`config.mk`:
```
export PLATFORM = sky130hd
export DESIGN_NAME = prng_arbiter
export DESIGN_NICKNAME = d
export VERILOG_FILES = /design/src/rtl/prng_arbiter.sv
export SDC_FILE = /design/constraint.sdc
export NUM_CORES = 1
export LEC_CHECK = 0
export ABC_AREA = 1
export BUFFER_PORTS_ARGS = -buffer_cell sky130_fd_sc_hd__buf_2
export CAP_MARGIN = 20
export CORE_ASPECT_RATIO = 1.1
export CORE_UTILIZATION = 50
export CTS_BUF_LIST = sky130_fd_sc_hd__clkbuf_2 sky130_fd_sc_hd__clkbuf_4 sky130_fd_sc_hd__clkbuf_8
export DETAILED_ROUTE_END_ITERATION = 8
export HOLD_SLACK_MARGIN = 0.12
export PLACE_DENSITY = 0.84
export SLEW_MARGIN = 25
export SYNTH_ARGS = -nofsm -noshare
export SYNTH_HDL_FRONTEND = slang
export SYNTH_SLANG_ARGS = --single-unit
```
`constraint.sdc`:
```
create_clock -name clk -period 10.71 [get_ports clk]
set_input_delay 2.142 -clock clk [delete_from_list [all_inputs] [get_ports clk]]
set_output_delay 2.142 -clock clk [all_outputs]
set_load 0.05 [all_outputs]
```
`src/rtl/prng_arbiter.sv`:
```
// -----------------------------------------------------------------------------
// prng_arbiter
//
// Round-robin arbiter and reseed sequencer sitting in front of a single
// xoshiro128++ core. One draw per cycle is shared among NUM_REQ requesters;
// a 128-bit reseed is written into the core's four state words, optionally
// followed by WARMUP discarded draws.
//
// Parameters:
//   NUM_REQ  number of requesters (2..8)
//   WARMUP   draws discarded after each reseed (0..255)
//
// Ports:
//   clk, rst          clock, synchronous active-high reset
//   req               level request per requester
//   rnd_valid         registered one-hot delivery strobe
//   rnd_data          delivered word (pass-through of prng_rnd)
//   seed_start, seed  reseed command and 128-bit seed
//   busy              high while loading the seed or warming up
//   prng_next         draw strobe to the core
//   prng_rnd          core output register
//   prng_write*       state-word write strobe / index / data to the core
//   draw_count        total draws issued (0 unless stats are enabled)
//
// Build option: define PRNG_ARB_STATS_EN to generate the draw counter.
// -----------------------------------------------------------------------------
module prng_arbiter #(
  parameter int NUM_REQ = 4,
  parameter int WARMUP  = 8
) (
  input  logic               clk,
  input  logic               rst,
  input  logic [NUM_REQ-1:0] req,
  output logic [NUM_REQ-1:0] rnd_valid,
  output logic [31:0]        rnd_data,
  input  logic               seed_start,
  input  logic [127:0]       seed,
  output logic               busy,
  output logic               prng_next,
  input  logic [31:0]        prng_rnd,
  output logic               prng_write,
  output logic [1:0]         prng_write_addr,
  output logic [31:0]        prng_write_data,
  output logic [31:0]        draw_count
);

  localparam int PTR_W = (NUM_REQ > 1) ? $clog2(NUM_REQ) : 1;

  typedef enum logic [1:0] {
    ST_RUN,
    ST_LOAD,
    ST_WARMUP
  } state_e;

  state_e             state_q, state_d;
  logic [PTR_W-1:0]   ptr_q, ptr_d;
  logic [127:0]       seed_q, seed_d;
  logic [1:0]         word_q, word_d;
  logic [7:0]         warm_q, warm_d;
  logic [NUM_REQ-1:0] valid_q, valid_d;

  logic               grant_found;
  logic [PTR_W-1:0]   grant_idx;
  logic [PTR_W-1:0]   cand_idx;

  // Cyclic search starting just after the last granted index, so the most
  // recently served requester has the lowest priority.
  always_comb begin
    grant_found = 1'b0;
    grant_idx   = ptr_q;
    cand_idx    = ptr_q;
    for (int off = 1; off <= NUM_REQ; off++) begin
      cand_idx = PTR_W'((int'(ptr_q) + off) % NUM_REQ);
      if (!grant_found && req[cand_idx]) begin
        grant_found = 1'b1;
        grant_idx   = cand_idx;
      end
    end
  end

  always_comb begin
    // NOTE: every signal written here gets a default first; a path that left
    // one unassigned would infer a latch.
    state_d         = state_q;
    ptr_d           = ptr_q;
    seed_d          = seed_q;
    word_d          = word_q;
    warm_d          = warm_q;
    valid_d         = '0;
    prng_next       = 1'b0;
    prng_write      = 1'b0;
    prng_write_addr = 2'd0;
    prng_write_data = 32'd0;

    unique case (state_q)
      ST_RUN: begin
        if (seed_start) begin
          // Reseed wins over any pending request in the same cycle.
          state_d = ST_LOAD;
          seed_d  = seed;
          word_d  = 2'd0;
          warm_d  = 8'd0;
        end else if (grant_found && !rst) begin
          // Held off during reset so outputs stay at their reset values.
          prng_next = 1'b1;
          ptr_d     = grant_idx;
          valid_d   = NUM_REQ'(1) << grant_idx;
        end
      end

      ST_LOAD: begin
        // The core gives write priority over next, so no draw is issued here.
        prng_write      = 1'b1;
        prng_write_addr = word_q;
        prng_write_data = seed_q[{word_q, 5'd0} +: 32];
        if (seed_start) begin
          seed_d = seed;
          word_d = 2'd0;
          warm_d = 8'd0;
        end else if (word_q == 2'd3) begin
          state_d = (WARMUP == 0) ? ST_RUN : ST_WARMUP;
          warm_d  = 8'd0;
        end else begin
          word_d = word_q + 2'd1;
        end
      end

      ST_WARMUP: begin
        prng_next = 1'b1;
        if (seed_start) begin
          state_d = ST_LOAD;
          seed_d  = seed;
          word_d  = 2'd0;
          warm_d  = 8'd0;
        end else if (warm_q == 8'(WARMUP - 1)) begin
          state_d = ST_RUN;
        end else begin
          warm_d = warm_q + 8'd1;
        end
      end

      default: state_d = ST_RUN;
    endcase
  end

  // NOTE: state registers use non-blocking assignments so every flop samples
  // the pre-edge values regardless of statement order.
  always_ff @(posedge clk) begin
    if (rst) begin
      state_q <= ST_RUN;
      ptr_q   <= PTR_W'(NUM_REQ - 1);
      word_q  <= 2'd0;
      warm_q  <= 8'd0;
      valid_q <= '0;
    end else begin
      state_q <= state_d;
      ptr_q   <= ptr_d;
      word_q  <= word_d;
      warm_q  <= warm_d;
      valid_q <= valid_d;
    end
  end

  // NOTE: the seed holding register is pure data, only read in LOAD after it
  // has been loaded, so it needs no reset.
  always_ff @(posedge clk) begin
    seed_q <= seed_d;
  end

  assign rnd_valid = valid_q;
  assign rnd_data  = prng_rnd;
  assign busy      = (state_q != ST_RUN);

`ifdef PRNG_ARB_STATS_EN
  logic [31:0] draw_count_q, draw_count_d;

  // Counts every draw, warm-up included; wraps naturally at 2^32.
  always_comb begin
    draw_count_d = draw_count_q + 32'(prng_next);
  end

  always_ff @(posedge clk) begin
    if (rst) begin
      draw_count_q <= 32'd0;
    end else begin
      draw_count_q <= draw_count_d;
    end
  end

  assign draw_count = draw_count_q;
`else
  assign draw_count = 32'd0;
`endif

endmodule

```
==> out/metrics.yaml, run 1 <==
drt_drc_violations_left: 0
grt_max_degree: 89
wl_met1_um: 5298
first_iter_violations: 351
cts_setup_buffers: 0
clk_pin_slew_worst_paths_ns: 0.07
ant_nets: 0
timing.hold.ws_ns: 0.4913
grt.overflow.total: 0
worstMarginPinSlew_ns: 0.8324
seqPwrFrac_pct: 49.7
yosysWarnings: 0
timing.fmax_mhz: 181.4
diodes: 0
dpl.hpwl_um: 9665
final_cell_mix: "buf_2 (175), nor2_1 (145), edfxtp_1 (128), o21ai_0 (69), nand2_1 (54)"
port_buffers: 175
relSlewSlack_pct: 44.51
routed-via-count: 4784
pre_cts_slack_ns: 5.219
wl_per_cell_um: 15.75
io_pins: 272
synth.area.top_cells: "edfxtp_1 (59%), nor2_1 (8.3%), buf_4 (7.5%), dfxtp_1 (5.5%), o21ai_0 (5.3%)"
cts_root_buf: "clkbuf_8"
timing.final.crit_share_pct: 51.47
fp.dieW_um: 110.9
p_per_area_nw_per_um2: 180.6
clock_sinks: 146
hp-class: "reg -> reg"
place_congestion: 0.8082
drv_slew: 0
grtUsageTotal_pct: 21.68
status: "completed"
insertion_delay_ns: 0.43
syn_inst: 622
area_growth_pct: 16.40
path_class: "in -> out"
fin_skew_ns: 0.01595
clockBufferDepth: 2
rr_worst_depth: 4
die_area_um2: 13510
antenna_found_initial: 0
p_int_uw: 963.1
min_period_ns: 5.512
maxCapViolCount: 0
yosys.area.top_type: "edfxtp_1"
drive_above_1_share_pct: 29.94
ys_seq_area_share_pct: 64.45
wl_met2_um: 7798
dr_wl_met3_um: 1127
cts-buffers-inserted: 17
htree_levels: 4
fin_ws_ns: 5.198
p_comb_share_pct: 17.8
p_clk_share_pct: 32.5
critical_path_arrival_ns: 3.37
die_h_um: 121.8
avgViaCountPerCell: 5.133
switchingPower_uw: 408.0
ctsResizeCount: 0
synth_cell_type_count: 31
rsz0062_at_grt: "false"
syn_area_um2: 6523
n_fill_cell: 1021
postRouteWirelength_um: 14680
postCtsHoldBufs: 0
maxUsedRoutingLayer: "met4"
fin_tns_setup_ns: 0
hold_depth: 2
start_util_pct: 51.59
crit_required_ns: 8.57
crit_path_max_fanout: 6
rows: 43
cts_tree: "built"
synth_seq_cells: 146
grt_pass1_wl_um: 22240
worstSetupEndpointType: "output port"
firstDrtPassIters: 6
grt_pass1_vias: 4585
final_common_cell: "buf_2"
core_area_um2: 12640
hold_viol_final: 0
avgSynthCellArea_um2: 10.49
start_kind: "primary input"
final_nets: 932
ir_worst_vdd_mv: 0.1320
sw_frac_of_total_pct: 29.76
synth_top_cell_area_share_pct: 58.93
setup_viol: 0
p_leak_nw: 3.243
==> Yosys cell counts (all sizes together) <==
master / n
nor2: 146
edfxtp: 128
o21ai: 70
buf: 69
nand2: 64
a21oi: 43
clkbuf: 21
inv: 21
nand3: 19
dfxtp: 18
nor3: 6
a211oi: 3
a31oi: 3
clkinv: 2
ha: 2
or2: 2
a21o: 1
conb: 1
nand4: 1
o211ai: 1
xor2: 1
==> worst max-delay path, stage by stage <==
cell	delay (ns)
buf_2	0.10
nand2_1	0.06
nand2_1	0.16
nand2_2	0.10
nand2_4	0.10
nor2_2	0.05
nand3_2	0.08
nand3_2	0.13
a21oi_1	0.16
buf_2	0.28
==> through the flow <==
| stage | instance area, µm² | total power [mW] | util [%] | std cells |
|---|---|---|---|---|
| 3_5_place_dp | 7176 | 0.9367 | 56.75 | 901 |
| 3_3_place_gp | 7176 | 0.9317 | 56.75 | 901 |
| 4_1_cts | 7587 | 1.379 | 60.01 | 932 |
| 2_1_floorplan | 6639 | 0.9167 | - | 653 |
| 6_report | 7592 | 1.371 | 60.05 | 932 |
| 5_1_grt | 7592 | 1.424 | 60.05 | 932 |
==> power by group through the flow <==
stage | clock [mW] | combinational, mW | sequential [mW]
final | 0.446 | 0.244 | 0.681
after global routing | 0.470 | 0.269 | 0.686
after CTS | 0.453 | 0.244 | 0.682
after detailed placement | 0 | 0.243 | 0.694
after global placement | 0 | 0.239 | 0.693
after floorplan | 0 | 0.216 | 0.700
==> registers in the layout, indices dropped and copies added, names as in the netlist <==
signal	flops
seed_q	128
warm_q	8
word_q	2
rnd_valid	4
ptr_q	2
state_q	2
==> layout make-up <==
| type | instances | area (µm²) | area share [%] |
|---|---|---|---|
| inverters | 23 | 87.58 | 1.154 |
| repair buffers | 181 | 924.6 | 12.18 |
| flip-flops and latches | 146 | 4205 | 55.39 |
| well taps | 157 | 196.4 | 2.587 |
| multi-input cells | 394 | 1767 | 23.27 |
| clock buffers | 17 | 234.0 | 3.082 |
| clock inverters | 14 | 177.7 | 2.340 |
==> kinds of logic after synthesis <==
| group | Yosys count | synth area share [%] |
|---|---|---|
| adder cells (fa/ha/maj) | 2 | 0.3836 |
| AND/OR/NAND/NOR | 238 | 15.02 |
| buffers and inverters | 113 | 10.42 |
| AO/OA/AOI/OAI | 121 | 9.534 |
| XOR/XNOR | 1 | 0.1343 |
| other | 1 | 0.05749 |
| flip-flops | 146 | 64.45 |
==> routing by layer <==
layer  track usage, %  vias up
met1            22.50     2197
met2            40.49      243
met3            5.174       41
met5                0        -
li1                 -     2303
met4            11.75        0
==> final timing paths <==
path,from,end,slack (ns)
worst max-delay path,req[2],prng_next,5.20
worst min-delay path,warm_q[1],warm_q[1],0.49
worst max register to register,word_q[0],word_q[0],8.27
worst min register to register,warm_q[1],warm_q[1],0.49
Power figures use the tool's default switching activity.
==> run 2: changes to the inputs <==
clock period = 5.8 ns   (was 10.71 ns; I/O delays follow)
==> run 2 against run 1 <==
  * Final area barely moved
  * Sequential share of layout area barely moved
  * Clock skew fell by 0.0018 ns
  * Worst setup slack got worse by 3.7 ns
  * Final cell count rose by 0.11%
  * Wire length rose by 1.9%
  * Combinational power rose by 86%
  * Power rose by 85%
  * Sequential power rose by 85%
  * Critical path type is now reg -> out
==> out/metrics.yaml, run 2 (synthesis gave the netlist of run 1 again) <==
start_kind: "register"
cts_tree: "built"
final_nets: 931
n_fill_cell: 1049
wl_met2_um: 7955
dpl_cell_area_um2: 7181
worstMarginPinSlew_ns: 0.8157
largest_register_ffs: 128
p_leak_nw: 3.241
pre_cts_slack_ns: 2.154
insertion_delay_ns: 0.43
timing.final.crit_share_pct: 73.40
holdCritStartpoint: "warm_q[1]"
wl_per_cell_um: 16.03
top_register: "seed_q"
fin_cells: 933
power_mw: 2.532
p_comb_share_pct: 17.9
drv_slew: 0
p_per_area_nw_per_um2: 333.4
firstDrtPassIters: 5
relSlewSlack_pct: 45.62
avgViaCountPerCell: 5.165
cts_setup_buffers: 0
routed-via-count: 4819
cts_root_buf: "clkbuf_8"
p_clk_share_pct: 32.3
r2r-end: "word_q[0]"
fin_tns_setup_ns: 0
worstSetupEndpointType: "output port"
area_growth_pct: 16.42
clock_sinks: 146
drt_drc_violations_left: 0
grt_pass1_vias: 4438
hold_depth: 2
critical_path_arrival_ns: 3.10
fp.dieW_um: 110.9
timing.fmax_mhz: 234.9
ir_worst_vdd_mv: 0.2034
io_pins: 272
final_common_cell: "buf_2"
port_buffers: 175
maxUsedRoutingLayer: "met5"
dp.cells: 900
grt_pass1_wl_um: 22340
place_congestion: 0.8336
holdPathEnd: "warm_q[1]"
min_period_ns: 4.257
postCtsHoldBufs: 0
fin_skew_ns: 0.01410
maxCapViolCount: 0
crit_path_max_fanout: 67
htree_levels: 4
die_area_um2: 13510
ant_nets: 0
sw_frac_of_total_pct: 30.78
ctsResizeCount: 0
grt_max_degree: 129
final_cell_mix: "buf_2 (175), nor2_1 (145), edfxtp_1 (128), o21ai_0 (69), nand2_1 (54)"
dpl.hpwl_um: 10250
seqPwrFrac_pct: 49.8
r2r_slack_ns: 3.48
switchingPower_uw: 779.4
final_core_util_pct: 60.06
grt.overflow.total: 0
clk_pin_slew_worst_paths_ns: 0.08
stdcell_area_um2: 7594
die_h_um: 121.8
r2r-start: "word_q[0]"
grtUsageTotal_pct: 22.02
first_iter_violations: 379
timing.hold.ws_ns: 0.4976
setup_viol: 0
start_util_pct: 51.59
core_area_um2: 12640
antenna_found_initial: 2
path_class: "reg -> out"
drive_above_1_share_pct: 30.06
clockBufferDepth: 2
status: "completed"
hp-class: "reg -> reg"
crit_required_ns: 4.64
cts-buffers-inserted: 17
hold_viol_final: 0
p_int_mw: 1.753
postRouteWirelength_um: 14960
wl_met1_um: 5184
rows: 43
rr_worst_depth: 4
fin_ws_ns: 1.543
rsz0062_at_grt: "false"
dr_wl_met3_um: 1458
## run 2: area by class of cell
type                            count  area (µm²)  share of cell area [%]
Sequential cell                   146        4205                   55.38
Multi-Input combinational cell    394        1767                   23.27
Timing Repair Buffer              180       925.9                   12.19
Clock buffer                       18       241.5                   3.180
Tap cell                          157       196.4                   2.587
Clock inverter                     14       167.7                   2.208
Inverter                           23       87.58                   1.153
Antenna cell                        1       2.502                 0.03295
## run 2: power groups by stage
stage	Clock, mW	Sequential [mW]	Combinational (mW)
after detailed placement	0	1.28	0.451
after CTS	0.833	1.26	0.453
after global placement	0	1.28	0.441
after global routing	0.871	1.27	0.494
after floorplan	0	1.29	0.400
final	0.819	1.26	0.453
## run 2: worst max path at each step
| stage | startpoint | endpoint | slack (ns) | cells past startpoint |
|---|---|---|---|---|
| 2_1_floorplan | seed_start | seed_q[0] | 0.61 | 2 |
| 3_3_place_gp | req[2] | prng_next | 2.17 | 10 |
| 3_5_place_dp | seed_start | prng_next | 2.15 | 7 |
| 4_1_cts | word_q[0] | prng_write_data[6] | 1.81 | 5 |
| 5_1_grt | word_q[0] | prng_write_data[6] | 1.25 | 5 |
| 6_report | word_q[0] | prng_write_data[6] | 1.54 | 5 |
## run 2: critical path, stage by stage, from the launching register on
cell	delay, ns
dfxtp_2	0.32
buf_4	0.57
clkinv_2	0.84
o21ai_0	0.52
a21oi_1	0.15
buf_2	0.24
## run 2: routing by layer
layer	global-route usage (%)	vias up
met5	0	-
met4	10.08	2
met3	7.612	31
met2	39.75	252
met1	23.21	2226
li1	-	2308
